File: src/rtl/dmem_arbiter_pkg.sv
// Shared types, widths and the byte-merge helper for the data-memory arbiter.
package dmem_arbiter_pkg;

    localparam int NUM_PORTS = 2;
    localparam int WORD_W    = 32;
    localparam int STRB_W    = 4;

    typedef enum logic {
        IDLE   = 1'b0,
        RMW_WR = 1'b1
    } state_e;

    // Byte-wise select: strobed bytes come from new_w, the rest from old_w.
    function automatic logic [WORD_W-1:0] merge_bytes(
        input logic [WORD_W-1:0] old_w,
        input logic [WORD_W-1:0] new_w,
        input logic [STRB_W-1:0] strb
    );
        logic [WORD_W-1:0] res;
        for (int i = 0; i < STRB_W; i++) begin
            res[8*i +: 8] = strb[i] ? new_w[8*i +: 8] : old_w[8*i +: 8];
        end
        return res;
    endfunction

endpackage

File: src/rtl/dmem_arbiter_rr_arb2.sv
// Two-requester round-robin arbiter; a tie goes to the port that did not win last.
module rr_arb2 (
    input  logic       clk,
    input  logic       rst_n,
    input  logic [1:0] req,
    input  logic       enable,
    input  logic       advance,
    output logic [1:0] gnt,
    output logic       gnt_idx
);

    logic last_q;

    always_comb begin
        gnt = 2'b00;
        if (enable) begin
            if (req == 2'b11) begin
                gnt = last_q ? 2'b01 : 2'b10;
            end else begin
                gnt = req;
            end
        end
    end

    assign gnt_idx = gnt[1];

    // Reset value 1 lets port 0 win the first tie.
    always_ff @(posedge clk) begin
        if (!rst_n) begin
            last_q <= 1'b1;
        end else if (advance) begin
            last_q <= gnt_idx;
        end
    end

endmodule

File: src/rtl/dmem_arbiter.sv
// Shares one word-addressed data memory between two valid/ready requesters and
// emulates byte-strobe writes with a two-cycle read-modify-write.
//
//   state  | meaning
//   IDLE   | arbitrating; accepts one request per cycle
//   RMW_WR | writing back the merged word of a partial write
module dmem_arbiter
    import dmem_arbiter_pkg::*;
#(
    parameter int MEM_DEPTH = 8192
) (
    input  logic        clk,
    input  logic        rst_n,
    input  logic [1:0]  req_valid,
    output logic [1:0]  req_ready,
    input  logic [1:0]  req_we,
    input  logic [63:0] req_addr,
    input  logic [63:0] req_wdata,
    input  logic [7:0]  req_wstrb,
    output logic [1:0]  rsp_valid,
    output logic        rsp_err,
    output logic [31:0] rsp_rdata,
    output logic        mem_read_en,
    output logic        mem_write_en,
    output logic [31:0] mem_addr,
    output logic [31:0] mem_wdata,
    input  logic [31:0] mem_rdata
);

    localparam logic [29:0] DEPTH_W = 30'(MEM_DEPTH);

    state_e      state_q, state_d;
    logic [1:0]  rsp_valid_q, rsp_valid_d;
    logic        rsp_err_q, rsp_err_d;
    logic [31:0] rsp_rdata_q, rsp_rdata_d;
    logic [31:0] merge_q, merge_d;
    logic [31:0] addr_q, addr_d;
    logic        port_q, port_d;

    logic [1:0]  gnt;
    logic        g;
    logic        arb_en;
    logic        accept;
    logic [31:0] sel_addr;
    logic [31:0] sel_wdata;
    logic [3:0]  sel_strb;
    logic        sel_we;
    logic        in_range;

    assign arb_en = rst_n && (state_q == IDLE);

    rr_arb2 u_arb (
        .clk     (clk),
        .rst_n   (rst_n),
        .req     (req_valid),
        .enable  (arb_en),
        .advance (accept),
        .gnt     (gnt),
        .gnt_idx (g)
    );

    assign req_ready = gnt;
    assign accept    = |(req_valid & gnt);

    assign sel_addr  = g ? req_addr[63:32]  : req_addr[31:0];
    assign sel_wdata = g ? req_wdata[63:32] : req_wdata[31:0];
    assign sel_strb  = g ? req_wstrb[7:4]   : req_wstrb[3:0];
    assign sel_we    = g ? req_we[1]        : req_we[0];
    assign in_range  = sel_addr[31:2] < DEPTH_W;

    always_comb begin
        state_d      = state_q;
        rsp_valid_d  = 2'b00;
        rsp_err_d    = 1'b0;
        rsp_rdata_d  = 32'h0;
        merge_d      = merge_q;
        addr_d       = addr_q;
        port_d       = port_q;
        mem_read_en  = 1'b0;
        mem_write_en = 1'b0;
        mem_addr     = 32'h0;
        mem_wdata    = 32'h0;

        unique case (state_q)
            IDLE: begin
                if (accept) begin
                    if (!in_range) begin
                        rsp_valid_d[g] = 1'b1;
                        rsp_err_d      = 1'b1;
                    end else if (!sel_we) begin
                        mem_read_en    = 1'b1;
                        mem_addr       = sel_addr;
                        rsp_rdata_d    = mem_rdata;
                        rsp_valid_d[g] = 1'b1;
                    end else if (sel_strb == 4'hF) begin
                        mem_write_en   = 1'b1;
                        mem_addr       = sel_addr;
                        mem_wdata      = sel_wdata;
                        rsp_valid_d[g] = 1'b1;
                    end else if (sel_strb == 4'h0) begin
                        rsp_valid_d[g] = 1'b1;
                    end else begin
                        mem_read_en = 1'b1;
                        mem_addr    = sel_addr;
                        merge_d     = merge_bytes(mem_rdata, sel_wdata, sel_strb);
                        addr_d      = sel_addr;
                        port_d      = g;
                        state_d     = RMW_WR;
                    end
                end
            end
            RMW_WR: begin
                // A reset landing here abandons the write-back entirely.
                if (rst_n) begin
                    mem_write_en        = 1'b1;
                    mem_addr            = addr_q;
                    mem_wdata           = merge_q;
                    rsp_valid_d[port_q] = 1'b1;
                end
                state_d = IDLE;
            end
            default: state_d = IDLE;
        endcase
    end

    always_ff @(posedge clk) begin
        if (!rst_n) begin
            state_q     <= IDLE;
            rsp_valid_q <= 2'b00;
            rsp_err_q   <= 1'b0;
            rsp_rdata_q <= 32'h0;
            merge_q     <= 32'h0;
            addr_q      <= 32'h0;
            port_q      <= 1'b0;
        end else begin
            state_q     <= state_d;
            rsp_valid_q <= rsp_valid_d;
            rsp_err_q   <= rsp_err_d;
            rsp_rdata_q <= rsp_rdata_d;
            merge_q     <= merge_d;
            addr_q      <= addr_d;
            port_q      <= port_d;
        end
    end

    assign rsp_valid = rsp_valid_q;
    assign rsp_err   = rsp_err_q;
    assign rsp_rdata = rsp_rdata_q;

endmodule

File: config.mk
export PLATFORM = sky130hd
export DESIGN_NAME = dmem_arbiter
export DESIGN_NICKNAME = d
export VERILOG_FILES = /design/src/rtl/dmem_arbiter_pkg.sv /design/src/rtl/dmem_arbiter_rr_arb2.sv /design/src/rtl/dmem_arbiter.sv
export SDC_FILE = /design/constraint.sdc
export NUM_CORES = 1
export LEC_CHECK = 0
export ABC_CLOCK_PERIOD_IN_PS = 5200
export CAP_MARGIN = 20
export CELL_PAD_IN_SITES_DETAIL_PLACEMENT = 0
export CELL_PAD_IN_SITES_GLOBAL_PLACEMENT = 2
export CORE_MARGIN = 2
export CORE_UTILIZATION = 23
export CTS_CLUSTER_SIZE = 28
export DETAILED_ROUTE_END_ITERATION = 16
export GPL_ROUTABILITY_DRIVEN = 0
export PLACE_DENSITY_LB_ADDON = 0.1
export SLEW_MARGIN = 20
export SYNTH_ARGS = -nofsm -noshare
export SYNTH_HDL_FRONTEND = slang
export SYNTH_HIERARCHICAL = 1
export SYNTH_SLANG_ARGS = --single-unit
export TNS_END_PERCENT = 10
File: constraint.sdc
create_clock -name clk -period 5.2 [get_ports clk]
set_clock_uncertainty 0.1 [all_clocks]
set_input_delay 0.52 -clock clk [delete_from_list [all_inputs] [get_ports clk]]
set_output_delay 0.52 -clock clk [all_outputs]
set_load 0.01 [all_outputs]
==> impl_metrics.ini <==
[outcome]
status = finished clean

[yosys]
synth_compound_area_share_pct = 14.1
synth_xor_area_share_pct = 0
synth_area_leaders = dfxtp_1, mux2i_1, nand2_1
synth_top_area_share_pct = 39.8
synth_flop_cell = dfxtp_1
synth_top_family_by_area = simple AND/OR/NAND/NOR gates
synth_cells = 579
synth.area.mux_share_pct = 17.0
synth_largest_area_cell = dfxtp_1
syn_nets = 753
synthDistinctLibCells = 42
ys_warn_count = 6
async_flop_share_pct = 0
synth_edf_count = 0
synth_fa_ha_area_share_pct = 0
synth_area_sq_um = 5130
ys_ff_latch = 102
syn_area_per_cell_sq_um = 8.87
yosys.area_share.simple_pct = 23.9
ys_seq_area_share_pct = 39.8

[layout]
layout.nets = 1001
mostFrequentLayoutCell = clkdlybuf4s50_1
layout.cells.non_filler = 1112
final_cell_mix = clkdlybuf4s50_1, nand2_1, dfxtp_1
diodes = 0
layout-drive-gt1-share_pct = 5.53
syn_to_final_growth_pct = 63.3
finish.utilization_pct = 38.3
finalInstanceArea_sq_um = 8380

[place]
place_area_sq_um = 8100
place_inst = 1096
port_buffers = 276
dp_hpwl_um = 13400

[worst_setup_path]
critPathKind = input pin to output port
cp-start-kind = input pin
worst-path-max-fanout = 23
crit_arrival_ns = 3.88
crit_required_ns = 4.58
end_kind = output port

[global_routing]
antenna_found_initial = 0
grt_pass1_vias = 5365
overflow = 0
grt_max_degree = 77
grt_first_pass_wirelength_um = 28800
grt_usage_pct = 15.3

[sta]
setup-violations-final = 0
fmax_mhz = 222
rsz0062_at_grt = no
tightest_slew_ns = 0.671
setup-tns-final_ns = 0
fin_crit_sh_pct = 86.6
max_slew_margin_pct = 55.2
final.min_clock_period_ns = 4.50
drv_slew = 0
holdWs_ns = 0.361
hold_violations = 0

[clock_tree]
clock-sinks = 102
htreeDepth = 3
cts_hold_buf = 0
clk_latency_ns = 0.35
clkTransAtPathRegs_ns = 0.07
cts-root-buf = clkbuf_16
cts_buffer_depth = 2
cts_tree = built
numCtsBuffers = 9
post_cts_resize_count = 0
postCtsSetupRepairBufs = 0

[power]
p_leak_nw = 3.33
powerDensity_nw_per_um2 = 204
ir_drop_mv = 0.155

[drt]
via_per_inst = 4.60
detail_route.iter0.violations = 168
wl_per_cell_um = 16.5
firstDrtPassIters = 4
drt_wl_total_um = 18300
drtAntennaViolNets = 0
drc = 0
vias = 5111

[floorplanning]
die_height_um = 153
pin_count = 277
coreArea_sq_um = 21900
start_util_pct = 23.5
rows = 54
die_w_um = 153
dieArea_sq_um = 23500

[hold_path]
holdCritPathClass = register to register

[flow_run]
maxCapViolations = 0
[area by class of cell]
class / count / area, sq um
clock buffers: 9 / 225
clock inverters: 7 / 57.6
fillers: 2254 / 13500
inverters: 4 / 15.0
multi-input cells: 423 / 2840
flip-flops and latches: 102 / 2040
well taps: 280 / 350
repair buffers: 287 / 2860
[path summary, 6_finish.rpt]
check | start | end | slack (ns) | cells after the start
worst max register to register | state_q | merge_q[25] | 1.63 | 11
worst min register to register | merge_q[22] | merge_q[22] | 0.36 | 2
worst max-delay path | req_valid[1] | mem_addr[12] | 0.70 | 10
worst min-delay path | merge_q[22] | merge_q[22] | 0.36 | 2
[layer usage]
metal	wire length (um)	up-vias	GRT usage, %
li1	-	2542	-
met1	7580	2373	17.6
met2	9040	184	27.2
met3	1510	12	5.30
met4	193	0	3.71
met5	0	-	0
[synth_stat cells (3+ instances only)]
cell type / number
a31o_1: 10
a31o_2: 5
and2_1: 33
and3_1: 35
and4b_1: 15
buf_6: 8
clkbuf_1: 39
dfxtp_1: 102
inv_1: 4
mux2_4: 4
mux2i_1: 81
nand2_1: 118
nand2b_1: 3
nor2_1: 6
nor3_1: 4
nor4_1: 4
o211ai_1: 32
o21ai_0: 47
[kinds of logic (layout without fill, tap and decap cells)]
group,after synthesis,after routing
flops,102,102
mux,85,85
compound gates,106,106
simple gates,232,232
buf+inv,54,307
[power breakdown]
part           leakage [nW]  switching, mW  internal [mW]
registers             0.822       0.000646          0.782
clock network         0.129          0.330          0.330
logic                  2.38          0.103          0.162
total                  3.33          0.433           1.27
[through the flow]
step                      power, mW  setup slack, ns
after detailed placement       1.07            0.725
after global routing           1.79            0.460
after global placement         1.07            0.763
after floorplan               0.902             1.88
after CTS                      1.74            0.713
final                          1.71            0.696
[critical path, cell delays in order]
cell	delay (ns)
clkdlybuf4s50_1	0.52
nand2_1	0.13
nor2_4	0.13
buf_4	0.33
mux2_4	0.43
nor4_1	0.58
nand2b_1	0.10
nand3_1	0.41
o21ai_0	0.19
clkdlybuf4s50_1	0.52
[state kept, by name, summed over array words and instances (netlist names)]
name / cells
addr_q: 32
rsp_valid: 2
merge_q: 32
u_arb/last_q: 1
rsp_err: 1
rsp_rdata: 32
state_q: 1
port_q: 1
No activity file was read; power rests on OpenSTA's default activity.
